## config.mk

```make
export PLATFORM = sky130hd
export DESIGN_NAME = mod_sysinfo
export DESIGN_NICKNAME = d
export VERILOG_FILES = /design/src/rtl/mod_sysinfo.sv
export SDC_FILE = /design/constraint.sdc
export NUM_CORES = 1
export LEC_CHECK = 0
export ABC_AREA = 1
export CAP_MARGIN = 10
export CORE_UTILIZATION = 56
export CTS_BUF_LIST = sky130_fd_sc_hd__clkbuf_4
export DETAILED_ROUTE_END_ITERATION = 7
export PLACE_DENSITY = 0.86
export SLEW_MARGIN = 20
export SYNTH_ARGS = -nofsm -noshare
export SYNTH_HDL_FRONTEND = slang
export SYNTH_SLANG_ARGS = --single-unit
```

## constraint.sdc

```tcl
create_clock -name clk -period 4.05 [get_ports clk]
set_input_delay 0.81 -clock clk [delete_from_list [all_inputs] [get_ports clk]]
set_output_delay 0.81 -clock clk [all_outputs]
set_load 0.01 [all_outputs]
```

## src/rtl/mod_sysinfo.sv

```systemverilog
// rtl/mod_sysinfo.sv - system info, 64-bit cycle counter, uptime and scratch registers on the PLP data bus
// Optional uptime prescaler/counter built only when SYSINFO_UPTIME_EN is defined.
module mod_sysinfo #(
    parameter logic [31:0] CPU_ID      = 32'h00000401,
    parameter logic [31:0] BOARD_FREQ  = 32'h017d7840,
    parameter int          NUM_SCRATCH = 2
) (
    input  logic        clk,
    input  logic        rst,
    input  logic        ie,
    input  logic        de,
    input  logic [31:0] iaddr,
    input  logic [31:0] daddr,
    input  logic [1:0]  drw,
    input  logic [31:0] din,
    output logic [31:0] iout,
    output logic [31:0] dout
);

    logic [63:0] cyc;
    logic [31:0] shadow_hi;
    logic        en;
    logic [NUM_SCRATCH-1:0][31:0] scratch;
    logic [31:0] uptime_val;
    logic [31:0] rdata;

    logic [5:0] word;
    logic       rd_en;
    logic       wr_en;
    logic       ctrl_wr;
    logic       clr;
    logic       lo_rd;
    logic       unused_inputs;

    assign word    = daddr[7:2];
    assign rd_en   = de & drw[1];
    assign wr_en   = de & drw[0];
    assign ctrl_wr = wr_en && (word == 6'h05);
    assign clr     = ctrl_wr && din[1];
    assign lo_rd   = rd_en && (word == 6'h02);

    assign unused_inputs = ^{ie, iaddr, daddr[31:8], daddr[1:0]};
    assign iout = 32'd0;

    // Clear wins over both the shadow capture and the increment on the same edge.
    always_ff @(posedge clk) begin
        if (!rst) begin
            cyc       <= 64'd0;
            shadow_hi <= 32'd0;
            en        <= 1'b1;
        end else begin
            if (ctrl_wr) begin
                en <= din[0];
            end
            if (clr) begin
                cyc       <= 64'd0;
                shadow_hi <= 32'd0;
            end else begin
                if (lo_rd) begin
                    shadow_hi <= cyc[63:32];
                end
                if (en) begin
                    cyc <= cyc + 64'd1;
                end
            end
        end
    end

    always_ff @(posedge clk) begin
        if (!rst) begin
            scratch <= '0;
        end else begin
            for (int i = 0; i < NUM_SCRATCH; i++) begin
                if (wr_en && (word == 6'(8 + i))) begin
                    scratch[i] <= din;
                end
            end
        end
    end

`ifdef SYSINFO_UPTIME_EN
    logic [31:0] presc;
    logic [31:0] uptime;

    always_ff @(posedge clk) begin
        if (!rst) begin
            presc  <= 32'd0;
            uptime <= 32'd0;
        end else if (clr) begin
            presc  <= 32'd0;
            uptime <= 32'd0;
        end else if (en) begin
            if (presc == BOARD_FREQ - 32'd1) begin
                presc  <= 32'd0;
                uptime <= uptime + 32'd1;
            end else begin
                presc <= presc + 32'd1;
            end
        end
    end

    assign uptime_val = uptime;
`else
    assign uptime_val = 32'd0;
`endif

    always_comb begin
        rdata = 32'd0;
        case (word)
            6'h00:   rdata = CPU_ID;
            6'h01:   rdata = BOARD_FREQ;
            6'h02:   rdata = cyc[31:0];
            6'h03:   rdata = shadow_hi;
            6'h04:   rdata = uptime_val;
            6'h05:   rdata = {31'd0, en};
            default: rdata = 32'd0;
        endcase
        for (int i = 0; i < NUM_SCRATCH; i++) begin
            if (word == 6'(8 + i)) begin
                rdata = scratch[i];
            end
        end
    end

    assign dout = rd_en ? rdata : 32'd0;

endmodule
```

Word-level counts from Yosys, hierarchy flattened
Cells that the tools add are included.
{ "word_totals": {"reg_bits": 161, "in_bits": 102, "wordCells": 26} }
{ "op_classes": {"n_addsub": 1, "n_eq_ne": 6, "n_mux": 4, "n_bitwise": 3, "n_reduce_logical": 7} }
{ "ops": {"columns": ["op", "n"], "rows": [
  ["case mux 32 bit (5 select lines)", 1],
  ["2-to-1 mux 32 bit", 3],
  ["adder 64 x 1 -> 64 bit, second input constant", 1],
  ["equality test 6 x 2 -> 1 bit, second input constant", 2],
  ["equality test 6 x 4 -> 1 bit, second input constant", 2],
  ["equality test 6 x 1 -> 1 bit, second input constant", 1],
  ["equality test 6 x 3 -> 1 bit, second input constant", 1],
  ["logical NOT 6 bit", 1],
  ["logical AND 1 bit", 5],
  ["bitwise AND 1 bit", 2],
  ["OR reduction 2 bit", 1],
  ["inverter 1 bit", 1]
]} }

Longest topological paths before layout
Gate-level depths: netlist of run 1.
{ "logic_depth": {"depth_word": 5, "mapped_depth": 11, "mapped_depth_nobuf": 11} }

Least setup slack after synthesis of run 1
OpenSTA, ideal clock, no wires.
{ "synth_timing": {"path_kind": "input to output", "from": "input port daddr[7]", "to": "output port dout[10]", "t_arrival_ns": 1.797, "t_required_ns": 3.240, "setup_slack_ns": 1.443, "path_stages": 8, "n_path_buf": 1, "cell_sequence": "nor2_4 -> inv_2 -> nor2_4 -> nand2_1 -> inv_2 -> buf_2 -> a21oi_1 -> a31oi_1"} }
{ "synth_via": {"elab_chain_cells": 5} }
{ "synth_rtl": {"columns": ["element", "line", "source"], "rows": [
  ["start: declaration", "13", "input logic [31:0] daddr,"],
  ["equality test 6 x 3 -> 1 bit (tied with other cells)", "109", "case (word)"],
  ["case mux 32 bit (5 select lines)", "109", null],
  ["2-to-1 mux 32 bit", "119", "if (word == 6'(8 + i)) begin"],
  ["2-to-1 mux 32 bit (*)", "119", null],
  ["2-to-1 mux 32 bit (*)", "125", "assign dout = rd_en ? rdata : 32'd0;"],
  ["end: declaration", "17", "output logic [31:0] dout"]
]} }
Mark *: on every way between the ends. The rest lies on a longest branch, timed or not.

Worst setup path after layout of run 1
{ "layout_timing": {"from": "input port daddr[4]", "to": "output port dout[0]"} }
Same word-level chain as after synthesis.

==> results of run 1 <==
[synth_stat cells, types with 3 or more instances]
library cell	instances
xnor2_1	7
or2_2	3
a31oi_1	32
inv_1	67
nor3_1	10
inv_2	7
nor2_4	8
nand4_1	15
nand2_2	7
nand3_1	75
nor2_2	8
dfxtp_1	161
o21ai_0	81
a21oi_1	80
buf_4	35
a22oi_1	19
nor2_1	283
nor3b_1	4
o21bai_1	9
nand2_1	271
clkbuf_1	26
nand3_2	4
buf_2	25
xor2_1	10
[sequential cells by signal (all words and copies together) (netlist names)]
name       cells
shadow_hi     32
cyc           64
scratch       64
en             1
[area by class of cell]
class,instances,area (um^2)
fill,1336,5120
multi-input combinational,974,4510
sequential,161,3220
timing repair buffer,95,931
inverter,74,278
tap,184,230
clock inverter,14,161
clock buffer,18,135
[report_power, final]
| part | internal, mW | leakage (nW) | switching, mW |
|---|---|---|---|
| combinational | 0.0596 | 1.88 | 0.0887 |
| clock | 0.347 | 0.163 | 0.678 |
| sequential | 1.59 | 1.30 | 0.00572 |
[logic make-up (layout without fill, tap and decap cells)]
kind of cell / count (synthesis) / after routing / synth area share, %
AOI/OAI and AO/OA: 225 / 225 / 14.9
xor gates and xnor gates: 17 / 17 / 1.78
adders and majority gates: 1 / 1 / 0.149
buffers and inverters: 162 / 201 / 9.20
DFF: 161 / 161 / 38.5
other: 1 / 32 / 0.0448
and+or+nand+nor: 699 / 699 / 35.4
[stage by stage]
step	setup slack (ps)	hold slack, ps	instances
final	140	477	1520
after global routing	26.5	496	1520
after CTS	154	478	1520
after detailed placement	162	454	1488
after global placement	173	448	1488
after floorplan	1440	437	1297
[metal layers]
layer  up-vias  routed length, um  track usage (%)
met1      3874              10700             44.3
met3        49               1930             5.54
met2       383              11000             49.6
li1       4176                  -                -
met4         0                747             14.0
met5         -                  0                0
[how the worst min path moves through the flow]
stage / from / endpoint / depth (start not counted) / slack, ps
6_report: shadow_hi[3] / shadow_hi[3] / 2 / 480
5_1_grt: shadow_hi[29] / shadow_hi[29] / 2 / 500
4_1_cts: shadow_hi[3] / shadow_hi[3] / 2 / 480
3_5_place_dp: shadow_hi[26] / shadow_hi[26] / 2 / 450
3_3_place_gp: shadow_hi[10] / shadow_hi[10] / 2 / 450
2_1_floorplan: shadow_hi[0] / shadow_hi[0] / 2 / 440
[worst max-delay path, stage by stage]
cell and delay, ps:
clkdlybuf4s50_1 490, nor2_1 240, nand3_1 110, clkinv_1 80, buf_12 190, buf_4 260, nand2_1 120, a41oi_1 230
clkdlybuf4s50_1 570
==> summary.md, run 1 <==
| Metric | Value |
|---|---|
| Power per cell area | `292 nW/um^2` |
| Yosys warns | `0` |
| Kind of critical path | `primary input to primary output` |
| IO Count | `166` |
| Number of synthesized flops with an enable pin | `0` |
| Worst Setup EP | `dout[0]` |
| Post-synth ARST share | `0%` |
| Die area | `15,500 um^2` |
| Crit path max fanout | `36` |
| Clk_lat worst skew | `610 ps` |
| Post-route cell area | `9470 um^2` |
| Post-DP HPWL | `18.0 mm` |
| Ratio of final minimum period to clock period | `96.5%` |
| # nets final | `1,426` |
| Critical Path Source | `daddr[4]` |
| Vias per cell | `5.58` |
| Initial core utilization | `57.4%` |
| Initial DRC Count | `723` |
| Pleak | `3.34 nW` |
| Min-delay worst type | `register to register` |
| Total GRT Usage | `32.2%` |
| Synthesized area per cell | `6.62 um^2` |
| Largest net degree at the start of global routing | `67` |
| Final GP Congestion | `0.978` |
| Post-CTS Resized | `0` |
| Hold Fails Final Rpt | `0` |
| Final design utilization | `64.9%` |
| Finish-stage setup viols | `0` |
| Ys flop type | `dfxtp_1` |
| Crit. End Element | `primary output` |
| Ant diodes | `0` |
| Routed len/inst | `16.1 um` |
| # hold bufs at CTS | `0` |
| Post-route ant nets | `0` |
| Status | `complete, no violations` |
| Startpoint types | `primary input` |
| DRT Wirelength | `24.4 mm` |
| DRC errors left | `0` |
| Die H | `124 um` |
| Slew Limit Fails | `0` |
| Vias in the first global route | `7,720` |
| CP required | `3240 ps` |
| First-pass GRT wire length | `39.5 mm` |
| Post-Synthesis Cells | `1,266` |
| RR Startpoint | `cyc[10]` |
| Area growth from synthesis to layout | `13.1%` |
| Core area | `14,600 um^2` |
| Layout cells sized above 1 | `7.26%` |
| Worst clock skew | `26.7 ps` |
| Yosys top cell area share | `38.5%` |
| H-tree depth | `4` |
| Row cnt | `44` |
| Postcts setup bufs | `0` |
| CTS tree | `built` |
| CTS Buf Count | `17` |
| Area post-placement | `9170 um^2` |
| Reg2reg setup slack | `2040 ps` |
| Crit path DAT | `3100 ps` |
| Remaining Overflow, GRT | `0` |
| Initial antenna violation count | `0` |
| Worst-case clock buffer depth | `2` |
| Relative slew slack | `29.3%` |
| RSZ-0062 raised after global routing | `no` |
| Cell depth of the worst flop-to-flop path | `7` |
| Reg2reg end | `cyc[43]` |
| Commonest non-fill, non-tap cells in the layout | `nor2_1, nand2_1, dfxtp_1` |
| Commonest non-fill, non-tap cell in the layout | `nor2_1` |
| Port Buffers | `74` |
| Clock root cell | `clkbuf_4` |
| Distinct cell type count after synthesis | `37` |
| Seq/Total Area, Yosys | `38.5%` |
| Max-Cap Viols | `0` |
| Clk slew on worst S/H paths | `140 ps` |
| Post-synthesis register bit count | `161` |
| Worst slew pin tran | `1060 ps` |
| TritonCTS Sinks | `161` |
| Tot Pwr | `2.77 mW` |
| Min cycle time layout | `3910 ps` |
| Synth area leader | `dfxtp_1` |
| Via count | `8,482` |
| Final setup TNS | `0 ps` |
| Drt pass-1 iters | `6` |
| Area contributors post-synth | `dfxtp_1, nor2_1, nand2_1` |
| FMAX | `0.256 GHz` |
| Peak VDD IR | `0.000256 V` |
| Die Wd | `124 um` |
| Mapped Area | `8380 um^2` |
(Power assumes the default switching activity.)
==> run 2: changes to the inputs <==
--- a/config.mk
+++ b/config.mk
@@ -7,10 +7,10 @@
 export LEC_CHECK = 0
 export ABC_AREA = 1
 export CAP_MARGIN = 10
-export CORE_UTILIZATION = 56
+export CORE_UTILIZATION = 30
 export CTS_BUF_LIST = sky130_fd_sc_hd__clkbuf_4
 export DETAILED_ROUTE_END_ITERATION = 7
-export PLACE_DENSITY = 0.86
+export PLACE_DENSITY = 0.51
 export SLEW_MARGIN = 20
 export SYNTH_ARGS = -nofsm -noshare
 export SYNTH_HDL_FRONTEND = slang
==> run 2 against run 1 <==
  * Sequential share of layout area fell by 0.75 points
  * Highest routed layer unchanged
  * Via count fell by 3.2%
  * Largest power group unchanged
  * Utilization fell by 29 points
  * Die area rose by 85%
==> summary.md, run 2 (synthesis results as in run 1) <==
| Metric | Value |
|---|---|
| Hold Path Depth | `2 (unchanged)` |
| Final GP Congestion | `0.922 (-5.7%)` |
| Initial DRC Count | `708 (-2.1%)` |
| Max-Cap Viols | `0 (unchanged)` |
| Worst slew pin tran | `688 ps (-371 ps)` |
| Drt pass-1 iters | `7 (+1)` |
| Power per cell area | `287 nW/um^2 (-2.0%)` |
| Initial antenna violation count | `1 (+1)` |
| Placed cells | `1,672 (+12%)` |
| Crit path DAT | `3020 ps (-80 ps)` |
| Peak VDD IR | `0.000177 V (-31%)` |
| Clk_lat worst skew | `570 ps (-40 ps)` |
| Crit path max fanout | `20 (-44%)` |
| CTS tree | `built` |
| # hold bufs at CTS | `0 (unchanged)` |
| Min-delay worst type | `register to register` |
| TritonCTS Sinks | `161 (unchanged)` |
| Grt met2 use | `30.3% (-19 points)` |
| Final std cells w/o fill | `1,705 (+12%)` |
| WP buf/inv | `4 (-1)` |
| Finish-stage setup viols | `0 (unchanged)` |
| Post-route cell area | `9680 um^2 (+2.3%)` |
| Clk slew on worst S/H paths | `140 ps (about the same)` |
| Slew Limit Fails | `0 (unchanged)` |
| DRT Wirelength | `27.1 mm (+11%)` |
| Die Wd | `169 um (+36%)` |
| Final setup TNS | `0 ps (unchanged)` |
| RSZ-0062 raised after global routing | `no` |
| Die area | `28,600 um^2 (+85%)` |
| Vias per cell | `4.81 (-14%)` |
| Ratio of final minimum period to clock period | `94.5% (-2.1 points)` |
| Post-DP HPWL | `19.9 mm (+10%)` |
| Post-route ant nets | `0 (unchanged)` |
| Row cnt | `60 (+36%)` |
| Filler Cells Inserted | `3,077 (+130%)` |
| Met3 Resource Use GR | `3.30% (-2.2 points)` |
| Critical-path top delay cell | `clkdlybuf4s50_1` |
| Kind of critical path | `primary input to primary output` |
| Core area | `27,200 um^2 (+86%)` |
| Die H | `169 um (+36%)` |
| Startpoint types | `primary input` |
| Remaining Overflow, GRT | `0 (unchanged)` |
| Area post-placement | `9390 um^2 (+2.4%)` |
| Clock root cell | `clkbuf_4` |
| CP required | `3240 ps (about the same)` |
| Port Buffers | `74 (unchanged)` |
| IO Count | `166 (unchanged)` |
| Most used cell, CP | `clkdlybuf4s50_1` |
| Min cycle time layout | `3830 ps (-83.1 ps)` |
| Commonest non-fill, non-tap cells in the layout | `nor2_1, nand2_1, dfxtp_1` |
| Postcts setup bufs | `0 (unchanged)` |
| Met1 Use GR | `27.6% (-17 points)` |
| Routed len/inst | `15.9 um (-0.91%)` |
| H-tree depth | `4 (unchanged)` |
| Commonest non-fill, non-tap cell in the layout | `nor2_1` |
| Total GRT Usage | `19.3% (-13 points)` |
| Vias in the first global route | `7,369 (-4.5%)` |
| Status | `complete, no violations` |
| Hold Fails Final Rpt | `0 (unchanged)` |
| Pleak | `3.32 nW (-0.58%)` |
| Worst clock skew | `15.9 ps (-10.8 ps)` |
| Initial core utilization | `30.8% (-27 points)` |
| Via count | `8,208 (-3.2%)` |
| FMAX | `0.261 GHz (+2.2%)` |
| CP peak stage delay | `620 ps (+50 ps)` |
| Relative slew slack | `54.0% (+25 points)` |
| Crit. End Element | `primary output` |
| Critical path cell sequence | `clkdlybuf4s50_1, nor2_1, nand3_1, inv_2, buf_12, a21oi_1, a31oi_1, clkdlybuf4s50_1` |
| Worst-case clock buffer depth | `2 (unchanged)` |
| First-pass GRT wire length | `42.3 mm (+7.0%)` |
| Layout cells sized above 1 | `6.99% (-0.27 points)` |
| # nets final | `1,422 (-0.28%)` |
| Reg2reg setup slack | `1780 ps (-260 ps)` |
| Critical path depth | `8 (-1)` |
| Post-CTS Resized | `0 (unchanged)` |
| GRT busiest layer | `met2` |
| Area growth from synthesis to layout | `15.6%` |
| DRC errors left | `0 (unchanged)` |
| CP top delay family | `buffers and inverters` |
| Largest net degree at the start of global routing | `66 (-1.5%)` |
| Cell depth of the worst flop-to-flop path | `9 (+2)` |
| CTS Buf Count | `17 (unchanged)` |
| Biggest regs | `cyc: 64 flops, scratch: 64 flops, shadow_hi: 32 flops` |
==> run 2: worst paths after layout <==
path / start / end
hold reg to reg: shadow_hi[17] / shadow_hi[17]
setup / recovery: daddr[4] / dout[24]
hold / removal: shadow_hi[17] / shadow_hi[17]
setup reg to reg: en / cyc[29]
==> run 2: per-layer routing <==
| metal | wire length, um | up-vias |
|---|---|---|
| met1 | 13200 | 3771 |
| met2 | 12200 | 251 |
| met5 | 0 | - |
| met3 | 1450 | 20 |
| met4 | 287 | 0 |
| li1 | - | 4166 |
==> run 2: per-stage QoR <==
| stage | total power [mW] | hold WS (ps) | worst slack, ps | util [%] |
|---|---|---|---|---|
| floorplan | 1.73 | 437 | 1440 | - |
| global placement | 1.78 | 449 | 286 | 34.6 |
| detailed placement | 1.78 | 455 | 278 | 34.6 |
| CTS | 2.80 | 477 | 272 | 35.6 |
| global route | 2.89 | 492 | 119 | 35.6 |
| finish | 2.78 | 475 | 224 | 35.6 |
==> run 2: report_power, final <==
part | internal, mW | leakage [nW] | switching [mW]
sequential | 1.59 | 1.30 | 0.00579
combinational | 0.0590 | 1.87 | 0.0922
clock | 0.337 | 0.155 | 0.691
==> run 2: worst min-delay path, cell delays in order, from the launching register on <==
cell and delay [ps]:
dfxtp_1 340, nand2_1 60, a21oi_1 50
==> run 2: final cells by class <==
cell class | instances | area, um^2 | area share, %
Tap cell | 372 | 465 | 4.81
Clock inverter | 14 | 160 | 1.65
Antenna cell | 2 | 5.00 | 0.0517
Timing Repair Buffer | 91 | 913 | 9.43
Clock buffer | 17 | 128 | 1.32
Inverter | 74 | 278 | 2.87
Sequential cell | 161 | 3220 | 33.3
Multi-Input combinational cell | 974 | 4510 | 46.6
